### src/rtl/debug_scanner_pkg.sv
// Shared types and default widths for the debug-port scanner.
package debug_scanner_pkg;

  localparam int unsigned DEF_ADDR_W = 7;
  localparam int unsigned DEF_DATA_W = 32;
  localparam int unsigned DEF_CNT_W  = 16;

  typedef enum logic [2:0] {
    ST_IDLE = 3'd0,
    ST_STEP = 3'd1,
    ST_GAP  = 3'd2,
    ST_ADDR = 3'd3,
    ST_WAIT = 3'd4,
    ST_EMIT = 3'd5,
    ST_FIN  = 3'd6
  } state_e;

  // Number of bits needed to count 0 .. lat-1 (at least one bit).
  function automatic int unsigned lat_width(input int unsigned lat);
    return (lat < 2) ? 1 : $clog2(lat);
  endfunction

endpackage

### src/rtl/dbg_step_gen.sv
// Single-step pulse generator: owns the remaining-step down-counter and the
// registered debug_step pulse; the main FSM sequences STEP/GAP around it.
module dbg_step_gen
  import debug_scanner_pkg::*;
#(
  parameter int unsigned CNT_W = DEF_CNT_W
) (
  input  logic             clk,
  input  logic             rst,
  input  logic             abort_i,
  input  logic             load_i,
  input  logic [CNT_W-1:0] load_count_i,
  input  logic             dec_i,
  input  logic             step_next_i,
  output logic             debug_step_o,
  output logic             steps_done_o
);

  logic [CNT_W-1:0] cnt_q, cnt_d;
  logic             step_q;

  always_comb begin
    cnt_d = cnt_q;
    if (abort_i) begin
      cnt_d = '0;
    end else if (load_i) begin
      cnt_d = load_count_i;
    end else if (dec_i && (cnt_q != '0)) begin
      cnt_d = cnt_q - CNT_W'(1);
    end
  end

  // The pulse is registered from the FSM's next state, so it is high exactly
  // during STEP cycles without a decode after the flop.
  always_ff @(posedge clk or negedge rst) begin
    if (!rst) begin
      cnt_q  <= '0;
      step_q <= 1'b0;
    end else begin
      cnt_q  <= cnt_d;
      step_q <= step_next_i;
    end
  end

  assign debug_step_o = step_q;
  assign steps_done_o = (cnt_q == '0);

endmodule

### src/rtl/debug_scanner.sv
// Debug-port initiator: freezes the core, issues single steps, then sweeps an
// address range and streams each captured word out over valid/ready.
module debug_scanner
  import debug_scanner_pkg::*;
#(
  parameter int unsigned ADDR_W   = DEF_ADDR_W,
  parameter int unsigned DATA_W   = DEF_DATA_W,
  parameter int unsigned CNT_W    = DEF_CNT_W,
  parameter int unsigned READ_LAT = 1
) (
  input  logic              clk,
  input  logic              rst,
  input  logic              start,
  input  logic              abort,
  input  logic [CNT_W-1:0]  step_count,
  input  logic [ADDR_W-1:0] scan_first,
  input  logic [ADDR_W-1:0] scan_last,
  output logic              busy,
  output logic              done,
  output logic              debug_en,
  output logic              debug_step,
  output logic [ADDR_W-1:0] debug_addr,
  input  logic [DATA_W-1:0] debug_data,
  output logic              out_valid,
  input  logic              out_ready,
  output logic [ADDR_W-1:0] out_addr,
  output logic [DATA_W-1:0] out_data
);

  // Output stream: a word transfers on a cycle where out_valid && out_ready.
  // Once raised, out_valid/out_addr/out_data hold until that transfer (or
  // abort/reset); out_ready only affects state at the next edge.

  localparam int unsigned LAT_W = lat_width(READ_LAT);
  localparam logic [LAT_W-1:0] LAT_LAST = LAT_W'(READ_LAT - 1);

  state_e            state_q, state_d;
  logic [ADDR_W-1:0] addr_q, addr_d;
  logic [ADDR_W-1:0] last_q, last_d;
  logic [LAT_W-1:0]  lat_q, lat_d;
  logic              out_valid_q, out_valid_d;
  logic [ADDR_W-1:0] out_addr_q, out_addr_d;
  logic [DATA_W-1:0] out_data_q, out_data_d;
  logic [ADDR_W-1:0] debug_addr_q, debug_addr_d;
  logic              busy_q, done_q, debug_en_q;
  logic              load_steps;
  logic              steps_done;

  always_comb begin
    state_d      = state_q;
    addr_d       = addr_q;
    last_d       = last_q;
    lat_d        = lat_q;
    out_valid_d  = out_valid_q;
    out_addr_d   = out_addr_q;
    out_data_d   = out_data_q;
    debug_addr_d = debug_addr_q;
    load_steps   = 1'b0;

    if (abort) begin
      state_d     = ST_IDLE;
      out_valid_d = 1'b0;
    end else begin
      case (state_q)
        ST_IDLE: begin
          if (start) begin
            addr_d     = scan_first;
            last_d     = scan_last;
            load_steps = 1'b1;
            state_d    = (step_count != '0) ? ST_STEP : ST_ADDR;
          end
        end
        ST_STEP: state_d = ST_GAP;
        ST_GAP:  state_d = steps_done ? ST_ADDR : ST_STEP;
        ST_ADDR: begin
          lat_d   = '0;
          state_d = ST_WAIT;
        end
        ST_WAIT: begin
          if (lat_q == LAT_LAST) begin
            out_data_d  = debug_data;
            out_addr_d  = addr_q;
            out_valid_d = 1'b1;
            state_d     = ST_EMIT;
          end else begin
            lat_d = lat_q + LAT_W'(1);
          end
        end
        ST_EMIT: begin
          if (out_valid_q && out_ready) begin
            out_valid_d = 1'b0;
            if (addr_q == last_q) begin
              state_d = ST_FIN;
            end else begin
              addr_d  = addr_q + ADDR_W'(1);
              state_d = ST_ADDR;
            end
          end
        end
        ST_FIN:  state_d = ST_IDLE;
        default: state_d = ST_IDLE;
      endcase
    end

    // The address is presented as ADDR begins, so the READ_LAT count starts
    // on the first ADDR cycle.
    if (state_d == ST_ADDR) begin
      debug_addr_d = addr_d;
    end
  end

  always_ff @(posedge clk or negedge rst) begin
    if (!rst) begin
      state_q      <= ST_IDLE;
      addr_q       <= '0;
      last_q       <= '0;
      lat_q        <= '0;
      out_valid_q  <= 1'b0;
      out_addr_q   <= '0;
      out_data_q   <= '0;
      debug_addr_q <= '0;
      busy_q       <= 1'b0;
      done_q       <= 1'b0;
      debug_en_q   <= 1'b0;
    end else begin
      state_q      <= state_d;
      addr_q       <= addr_d;
      last_q       <= last_d;
      lat_q        <= lat_d;
      out_valid_q  <= out_valid_d;
      out_addr_q   <= out_addr_d;
      out_data_q   <= out_data_d;
      debug_addr_q <= debug_addr_d;
      busy_q       <= (state_d != ST_IDLE);
      done_q       <= (state_d == ST_FIN);
      debug_en_q   <= (state_d != ST_IDLE);
    end
  end

  dbg_step_gen #(
    .CNT_W(CNT_W)
  ) u_step_gen (
    .clk          (clk),
    .rst          (rst),
    .abort_i      (abort),
    .load_i       (load_steps),
    .load_count_i (step_count),
    .dec_i        (state_q == ST_STEP),
    .step_next_i  (state_d == ST_STEP),
    .debug_step_o (debug_step),
    .steps_done_o (steps_done)
  );

  assign busy       = busy_q;
  assign done       = done_q;
  assign debug_en   = debug_en_q;
  assign debug_addr = debug_addr_q;
  assign out_valid  = out_valid_q;
  assign out_addr   = out_addr_q;
  assign out_data   = out_data_q;

endmodule
### config.mk
export PLATFORM = sky130hd
export DESIGN_NAME = debug_scanner
export DESIGN_NICKNAME = d
export VERILOG_FILES = /design/src/rtl/debug_scanner_pkg.sv /design/src/rtl/dbg_step_gen.sv /design/src/rtl/debug_scanner.sv
export SDC_FILE = /design/constraint.sdc
export NUM_CORES = 1
export LEC_CHECK = 0
export CAP_MARGIN = 0
export CORE_MARGIN = 2
export CORE_UTILIZATION = 40
export DETAILED_ROUTE_END_ITERATION = 10
export DONT_BUFFER_PORTS = 1
export PLACE_DENSITY_LB_ADDON = 0.15
export SYNTH_ARGS = -nofsm -noshare
export SYNTH_HDL_FRONTEND = slang
export SYNTH_SLANG_ARGS = --single-unit
export TNS_END_PERCENT = 5
### constraint.sdc
create_clock -name clk -period 3 [get_ports clk]
set_input_delay 0.3 -clock clk [delete_from_list [all_inputs] [get_ports clk]]
set_output_delay 0.3 -clock clk [all_outputs]
set_load 0.02 [all_outputs]
Word-level counts from Yosys, hierarchy flattened
Cells that the tools add are included.

Input port bits: 67. Memories kept: 0. Memory bits (read-only): 0. Bits in registers: 84. Bits in latches: 0. Logic and storage cells: 67. RAM bits: 0. Output and inout bits: 51.

$lt $le $gt $ge: 0. Equal/unequal tests: 11. Muxes and demuxes: 25. $add $sub $neg: 3. Multipliers: 0. Reductions and logical operators: 14. Bitwise operators: 2. Divide/modulo/power cells: 0. Shift-type cells: 0.

Operators with widths (count): two-way mux 16 bit (3); nonzero test 16 bit (2); two-way mux 7 bit (4); case mux 3 bit (6 select lines) (1); zero test 16 bit (1); subtractor 16 x 1 -> 16 bit, second input constant (1); two-way mux 3 bit (5); case mux 7 bit (2 select lines) (1); == test 3 x 2 -> 1 bit, second input constant (3); == test 3 bit, second input constant (3); AND reduction 3 bit (3); nonzero test 3 bit (3); adder 7 x 1 -> 7 bit, second input constant (1); == test 7 bit (1); two-way mux 1 bit (7); == test 3 x 1 -> 1 bit, second input constant (2); != test 3 bit, second input constant (2); two-way mux 2 bit (2); case mux 1 bit (2 select lines) (2); zero test 3 bit (1); logical AND 1 bit (2); NOT 1 bit (2); AND reduction 2 bit (1); nonzero test 2 bit (1); adder 1 bit, second input constant (1).

Longest topological paths before layout
Gate-level depths: netlist (run 1).

Word-level depth: 6. Mapped depth: 8. Mapped depth without buffers: 8.

Cells and area by module
Synthesis (run 1) repeated with hierarchy kept, for this count alone.

Cells, all modules: 370. Area total of the unflattened synthesis: 4017.6 sq um.

By module, submodules not included: debug_scanner (times used 1, sequential area each 1651.6 sq um, cells an instance 245, area an instance 2920.3 sq um); dbg_step_gen (times used 1, sequential area each 425.4 sq um, cells an instance 125, area an instance 1097.3 sq um).

Worst setup path before layout (run 1)
No wires, ideal clock.

Kind: reg2reg. Start point: reg u_step_gen.cnt_q[12]. End point: reg debug_addr_q[3], in the netlist debug_addr[3]. Data required time: 2.872 ns. Stages on the path, launching flop included: 8. Path slack: 0.878 ns. Setup time: 0.128 ns. Clock period less this slack: 2.122 ns. Arrival: 1.995 ns. Path buffers: 1. Cell sequence: dfrtp_1 -> nor4_2 -> nand3_1 -> nor3_2 -> a31oi_2 -> or3_1 -> buf_6 -> mux2_1.

Cells in the longest elaborated chain, start to end: 5.

RTL lines: from (decl) (RTL line dbg_step_gen.sv:19) `logic [CNT_W-1:0] cnt_q, cnt_d;`; from (signal assigned) (RTL line dbg_step_gen.sv:40) `cnt_q <= cnt_d;`; zero test 16 bit (RTL line dbg_step_gen.sv:46) `assign steps_done_o = (cnt_q == '0);`; two-way mux 2 bit (RTL line debug_scanner.sv:74) `ST_GAP: state_d = steps_done ? ST_ADDR : ST_STEP;`; case mux 3 bit (6 select lines) (RTL line debug_scanner.sv:64) `case (state_q)`; two-way mux 3 bit (RTL line debug_scanner.sv:60) `if (abort) begin`; == test 3 x 2 -> 1 bit (RTL line debug_scanner.sv:107) `if (state_d == ST_ADDR) begin`; to (signal assigned) (RTL line debug_scanner.sv:133) `debug_addr_q <= debug_addr_d;`; to (decl) (RTL line debug_scanner.sv:44) `logic [ADDR_W-1:0] debug_addr_q, debug_addr_d;`.

Every way passes these cells. A chain may end at the register's enable or synchronous reset.

Worst setup path after layout (run 1)
Ends and elaborated chain as after synthesis.

==> results of run 1 <==
registers in the layout, summed over array words and instances, names as in the netlist:
register and cells:
out_data 32, debug_addr 7, state_q 3, u_step_gen.debug_step_o 1, debug_en 1, out_valid 1, last_q 7, out_addr 7
done 1, u_step_gen.cnt_q 16, addr_q 7
worst paths after layout:
check	cells past startpoint	to	slack, ns
setup / recovery	6	debug_addr[3]	0.56
max in group asynchronous	2	u_step_gen.cnt_q[7]	2.11
setup reg to reg	6	debug_addr[3]	0.56
min in group asynchronous	2	u_step_gen.cnt_q[15]	0.57
hold / removal	1	done	0.02
hold reg to reg	2	last_q[0]	0.51
metrics by stage:
step | instances | worst slack (ns) | util
final | 518 | 0.5580 | 0.4459
after global routing | 518 | 0.4075 | 0.4459
after floorplan | 380 | 0.8777 | -
after global placement | 501 | 0.6409 | 0.4225
after CTS | 518 | 0.5619 | 0.4459
after detailed placement | 501 | 0.5736 | 0.4225
Yosys cell counts, drive strengths merged:
cell type and count:
or3 6, nor2 22, o311ai 3, ha 3, nand2b 3, o2bb2ai 7
o21a 1, a21o 2, nand3 13, clkinv 1, nand3b 1, or2 2
a211oi 3, o31a 2, or4b 1, and3 1, o21bai 1, a22oi 3
o41ai 1, o31ai 2, nor4b 1, o211ai 6, nor2b 3, nor3b 3
o21ai 19, clkbuf 12, a21oi 17, nand2 58, xnor2 7, inv 7
o221ai 1, o22ai 2, a22o 4, nand4 3, nor3 14, buf 6
and2 2, mux2 46, nor4 5, dfrtp 83, a31oi 3
critical path: stages (launching register included):
cell and delay, ns:
dfrtp_1 0.47, nor4_2 0.38, nand3_1 0.15, nor3_2 0.22, a31oi_2 0.18, or3_1 0.57, mux2_1 0.37
per-layer routing:
| metal | GRT usage | vias up | share of wire |
|---|---|---|---|
| li1 | - | 1363 | - |
| met4 | 0.06564 | 0 | 0.018 |
| met5 | 0 | - | 0 |
| met2 | 0.2984 | 99 | 0.48 |
| met1 | 0.2292 | 1405 | 0.44 |
| met3 | 0.05138 | 16 | 0.058 |
final cells by class:
| type | count | area (sq um) |
|---|---|---|
| Clock buffer | 9 | 123.9 |
| Timing Repair Buffer | 9 | 92.59 |
| Sequential cell | 83 | 2077 |
| Fill cell | 956 | 5391 |
| Tap cell | 133 | 166.4 |
| Inverter | 8 | 30.03 |
| Clock inverter | 5 | 56.30 |
| Multi-Input combinational cell | 271 | 1792 |
what timing repair did:
action	in CTS	in global routing
hold endpoints to repair	85	0
hold buffers	3	0
setup buffers	0	0
setup endpoints to repair	0	0
report_power, final:
| group | switching (mW) | internal, mW |
|---|---|---|
| logic | 0.487 | 0.503 |
| registers | 0.737 | 1.53 |
| clock network | 0.396 | 0.374 |
logic make-up after synthesis:
| logic type | count (synthesis) | share of synthesized area |
|---|---|---|
| simple gates | 138 | 0.1633 |
| compound gates | 77 | 0.1295 |
| fa+ha+maj | 3 | 0.009405 |
| buf+inv | 26 | 0.03229 |
| flops | 83 | 0.5204 |
| mux | 46 | 0.1298 |
| xor+xnor | 7 | 0.01536 |
==> qor.txt, run 1 <==
most used cells in the layout excluding fill and tap cells: dfrtp_1, nand2_1, mux2_2
measured slew at the worst slew-check pin: 0.6365 ns
GRT overflow: 0
post-synthesis cell area: 0.003991 sq mm
largest net degree at the start of global routing: 84
run status: complete, no violations
IR Drop Worst-Case VDD: 0.3574 mV
Fmax achieved: 409.5 MHz
clock skew after layout: 0.008154 ns
cell accounting for the most synthesized area: dfrtp_1
total length of routed wires: 9.483 mm
cell chosen for the clock root: clkbuf_8
relative area change from synthesis to final layout: 8.683%
per-cell routed wire length: 18.31 um
final non-filler cell area: 0.004338 sq mm
TNS Setup: 0 ns
Distinct cells, synth: 52
TritonCTS clock tree: built
top fanout value on the critical path: 7
clock latency on the worst-skew pair: 0.35 ns
category of the worst setup path capture point: flip-flop
Design Power: 4.033 mW
main area contributors after synthesis: dfrtp_1, mux2_2, nand2_1
number of port buffers: 0
routability cong.: 0.8160
FP Rows: 36
total of flip-flops plus latches after synthesis: 83
Critical Path Source: u_step_gen.cnt_q[12]
category of the most critical setup path: flip-flop to flip-flop
first-pass GRT wire length: 15.55 mm
synthesized net count: 450
chip width: 103.9 um
worst hold-check slack: 0.02138 ns
total cell area at the placement stage: 0.004110 sq mm
class of the tightest hold or removal check: input pin to flip-flop
Slew Viols, Final: 0
final setup violating endpoints: 0
core region area: 0.009729 sq mm
Vias: 2,883
number of levels in the clock H-tree: 3
number of antenna diodes: 0
antenna-violating nets left: 0
cell leakage power: 1.881 nW
commonest non-fill, non-tap cell in the layout: dfrtp_1
Period minus WS final: 2.442 ns
number of maximum-capacitance constraint violations: 0
number of detailed-route iterations in the first pass: 4
estimated wirelength of the detail-placed design: 6.845 mm
headroom to the max-slew limit: 0.5747
Overall Global Routing Usage: 0.1816
source of the worst register-to-register timing path: u_step_gen.cnt_q[12]
Hold Violations, Final: 0
Max Buffers Root-to-Sink: 2
fraction of layout instances using a drive strength above 1: 0.2000
power density cells: 929.6 mW/mm^2
Die Footprint: 0.01079 sq mm
detail-routed via count per cell: 5.566
portion of the post-synthesis area used by sequential elements: 0.5204
clock-pin slew of the registers on the worst-case setup and hold paths: 0.08 ns
total of cells resized after clock tree synthesis: 0
number of DRC markers after the initial detailed-route iteration: 117
Starting Density: 0.4102
Inserted Clock Buffers: 9
data required time of the worst path: 3.24 ns
Synth warnings: 0
number of clock sinks: 83
initial antenna violation count: 0
top-area cell type share of the netlist area: 0.5204
I/O pins: 118
mean area per synthesized cell: 10.50 sq um
crit share post-route: 0.8140
origin of the worst min-delay path: abort
# DRC: 0
CP arrival: 2.68 ns
Die H: 103.9 um
Setup crit start kind: flip-flop
Mapped Cells: 380
RSZ-0062 raised after global routing: false
count of nets after finishing: 452
vias in the first global route: 3,033
No activity file was read; power rests on OpenSTA's default activity.
==> run 2, diff against run 1 <==
==> constraint.sdc (replaced) <==
create_clock -name clk -period 2.15 [get_ports clk]
set_input_delay 0.215 -clock clk [delete_from_list [all_inputs] [get_ports clk]]
set_output_delay 0.215 -clock clk [all_outputs]
set_load 0.02 [all_outputs]
==> qor.txt, run 2 (synthesized netlist as in run 1, its figures left out) <==
detail-routed via count per cell: 5.336 (was 5.566)
final setup violating endpoints: 0 (unchanged)
worst reg-to-reg path cell count: 6 (unchanged)
count of nets after finishing: 525 (was 452)
estimated wirelength of the detail-placed design: 7.142 mm (was 6.845 mm)
CP cell instances: nor4_4 > nand3_1 > nor3_2 > a31oi_2 > or3_4 > mux2_1 (was nor4_2 > nand3_1 > nor3_2 > a31oi_2 > or3_1 > mux2_1)
initial antenna violation count: 0 (unchanged)
category of the worst setup path capture point: flip-flop (unchanged)
number of post-CTS setup repair buffers: 0 (unchanged)
commonest non-fill, non-tap cell in the layout: dfrtp_1 (unchanged)
power density cells: 1179 mW/mm^2 (was 929.6 mW/mm^2)
highest metal layer with signal wires: met4 (unchanged)
Max Buffers Root-to-Sink: 2 (unchanged)
headroom to the max-slew limit: 0.6600 (was 0.5747)
source of the worst register-to-register timing path: u_step_gen.cnt_q[12] (unchanged)
per-cell routed wire length: 17.44 um (was 18.31 um)
Setup crit start kind: flip-flop (unchanged)
worst reg2reg endpoint: debug_addr[3] (unchanged)
delay-heaviest family, CP: simple AND/OR/NAND/NOR gates (unchanged)
Vias: 3,164 (was 2,883)
Period minus WS final: 2.043 ns (was 2.442 ns)
number of detailed-route iterations in the first pass: 4 (unchanged)
critical path depth in cells: 6 (unchanged)
measured slew at the worst slew-check pin: 0.5036 ns (was 0.6365 ns)
hold path endpoint: addr_q[4] (was done)
top fanout value on the critical path: 7 (unchanged)
worst hold-check slack: 0.04484 ns (was 0.02138 ns)
clock skew after layout: 0.005388 ns (was 0.008154 ns)
# DRC: 0 (unchanged)
crit share post-route: 0.9500 (was 0.8140)
number of antenna diodes: 0 (unchanged)
origin of the worst min-delay path: scan_first[4] (was abort)
category of the most critical setup path: flip-flop to flip-flop (unchanged)
Critical Path Slowest Stage Cell: or3_4 (was or3_1)
TNS Setup: 0 ns (unchanged)
first-pass GRT wire length: 16.83 mm (was 15.55 mm)
detailed-routed wire length on met3: 552 um (was 548 um)
FP Rows: 36 (unchanged)
IR Drop Worst-Case VDD: 0.4205 mV (was 0.3574 mV)
TritonCTS clock tree: built (unchanged)
I/O pins: 118 (unchanged)
class of the tightest hold or removal check: input pin to flip-flop (unchanged)
Overall Global Routing Usage: 0.1975 (was 0.1816)
cell leakage power: 2.219 nW (was 1.881 nW)
WL met1: 4.424 mm (was 4.169 mm)
number of DRC markers after the initial detailed-route iteration: 171 (was 117)
met2 WL post-DR: 5.181 mm (was 4.598 mm)
number of clock sinks: 83 (unchanged)
GRT overflow: 0 (unchanged)
data required time of the worst path: 2.39 ns (was 3.24 ns)
fraction of layout instances using a drive strength above 1: 0.2565 (was 0.2000)
number of maximum-capacitance constraint violations: 0 (unchanged)
largest net degree at the start of global routing: 84 (unchanged)
core region area: 0.009729 sq mm (unchanged)
Largest register FFs: 32 (unchanged)
post-route core utilization: 0.5150 (was 0.4459)
number of levels in the clock H-tree: 3 (unchanged)
number of port buffers: 0 (unchanged)
CP arrival: 2.28 ns (was 2.68 ns)
clock-pin slew of the registers on the worst-case setup and hold paths: 0.08 ns (about the same)
flop2flop setup slack: 0.11 ns (was 0.56 ns)
Hold Violations, Final: 0 (unchanged)
Die H: 103.9 um (unchanged)
relative area change from synthesis to final layout: 25.55% (was 8.683%)
run status: complete, no violations (unchanged)
RSZ-0062 raised after global routing: true (was false)
Die Footprint: 0.01079 sq mm (unchanged)
Starting Density: 0.4102 (unchanged)
total length of routed wires: 10.34 mm (was 9.483 mm)
hold path depth: 2 (was 1)
worst path bufs/invs: 0 (unchanged)
Inserted Clock Buffers: 9 (unchanged)
cell chosen for the clock root: clkbuf_8 (unchanged)
Worst path max stage delay: 0.46 ns (was 0.57 ns)
clock latency on the worst-skew pair: 0.35 ns (about the same)
most used cells in the layout excluding fill and tap cells: dfrtp_1, nand2_1, mux2_2 (unchanged)
routability cong.: 0.8616 (was 0.8160)
vias in the first global route: 3,275 (was 3,033)
antenna-violating nets left: 0 (unchanged)
Slew Viols, Final: 0 (unchanged)
chip width: 103.9 um (unchanged)
Fmax achieved: 489.6 MHz (was 409.5 MHz)
run 2: worst max-delay path by stage:
stage	start	to	slack [ns]
6_report	u_step_gen.cnt_q[12]	debug_addr[3]	0.11
5_1_grt	u_step_gen.cnt_q[12]	debug_addr[3]	-0.009
4_1_cts	state_q[2]	u_step_gen.cnt_q[4]	0.06
3_5_place_dp	u_step_gen.cnt_q[12]	debug_addr[3]	-0.05
3_3_place_gp	u_step_gen.cnt_q[12]	debug_addr[3]	-0.002
2_1_floorplan	u_step_gen.cnt_q[12]	debug_addr[3]	0.03
run 2: report_power, final:
group          internal [mW]  total, mW  leakage (nW)  switching [mW]
logic                  0.976       1.82          1.06           0.840
registers               2.14       3.10          1.07           0.954
clock network          0.420      0.998        0.0864           0.577
run 2: metal layers:
metal / up-vias / GRT usage
met3: 13 / 0.05514
met1: 1554 / 0.2463
met4: 0 / 0.06757
li1: 1510 / -
met2: 87 / 0.3304
met5: - / 0
run 2: layout make-up:
cell class              instances  area [sq um]
repair buffers                 82         750.7
multi-input cells             271          1819
clock buffers                  10         127.6
well taps                     133         166.4
clock inverters                 6         40.04
inverters                       8         30.03
flip-flops and latches         83          2077
fillers                       944          4718
run 2: stage by stage:
step / setup slack [ns] / total power [mW] / instances / area, sq um
2_1_floorplan: 0.02772 / 4.177 / 380 / 3991
5_1_grt: -0.008561 / 6.323 / 593 / 5011
3_3_place_gp: -0.001562 / 4.773 / 535 / 4378
6_report: 0.1075 / 5.910 / 593 / 5011
4_1_cts: 0.05586 / 5.888 / 588 / 4921
3_5_place_dp: -0.05491 / 4.816 / 535 / 4378
run 2: repair_timing:
| item | 4_1_cts | 5_1_grt |
|---|---|---|
| hold buffers | 37 | 5 |
| resized for setup | 1 | 6 |
| hold endpoints to repair | 123 | 86 |
| gates cloned | 0 | 0 |
| endpoints found under the setup margin | 7 | 17 |
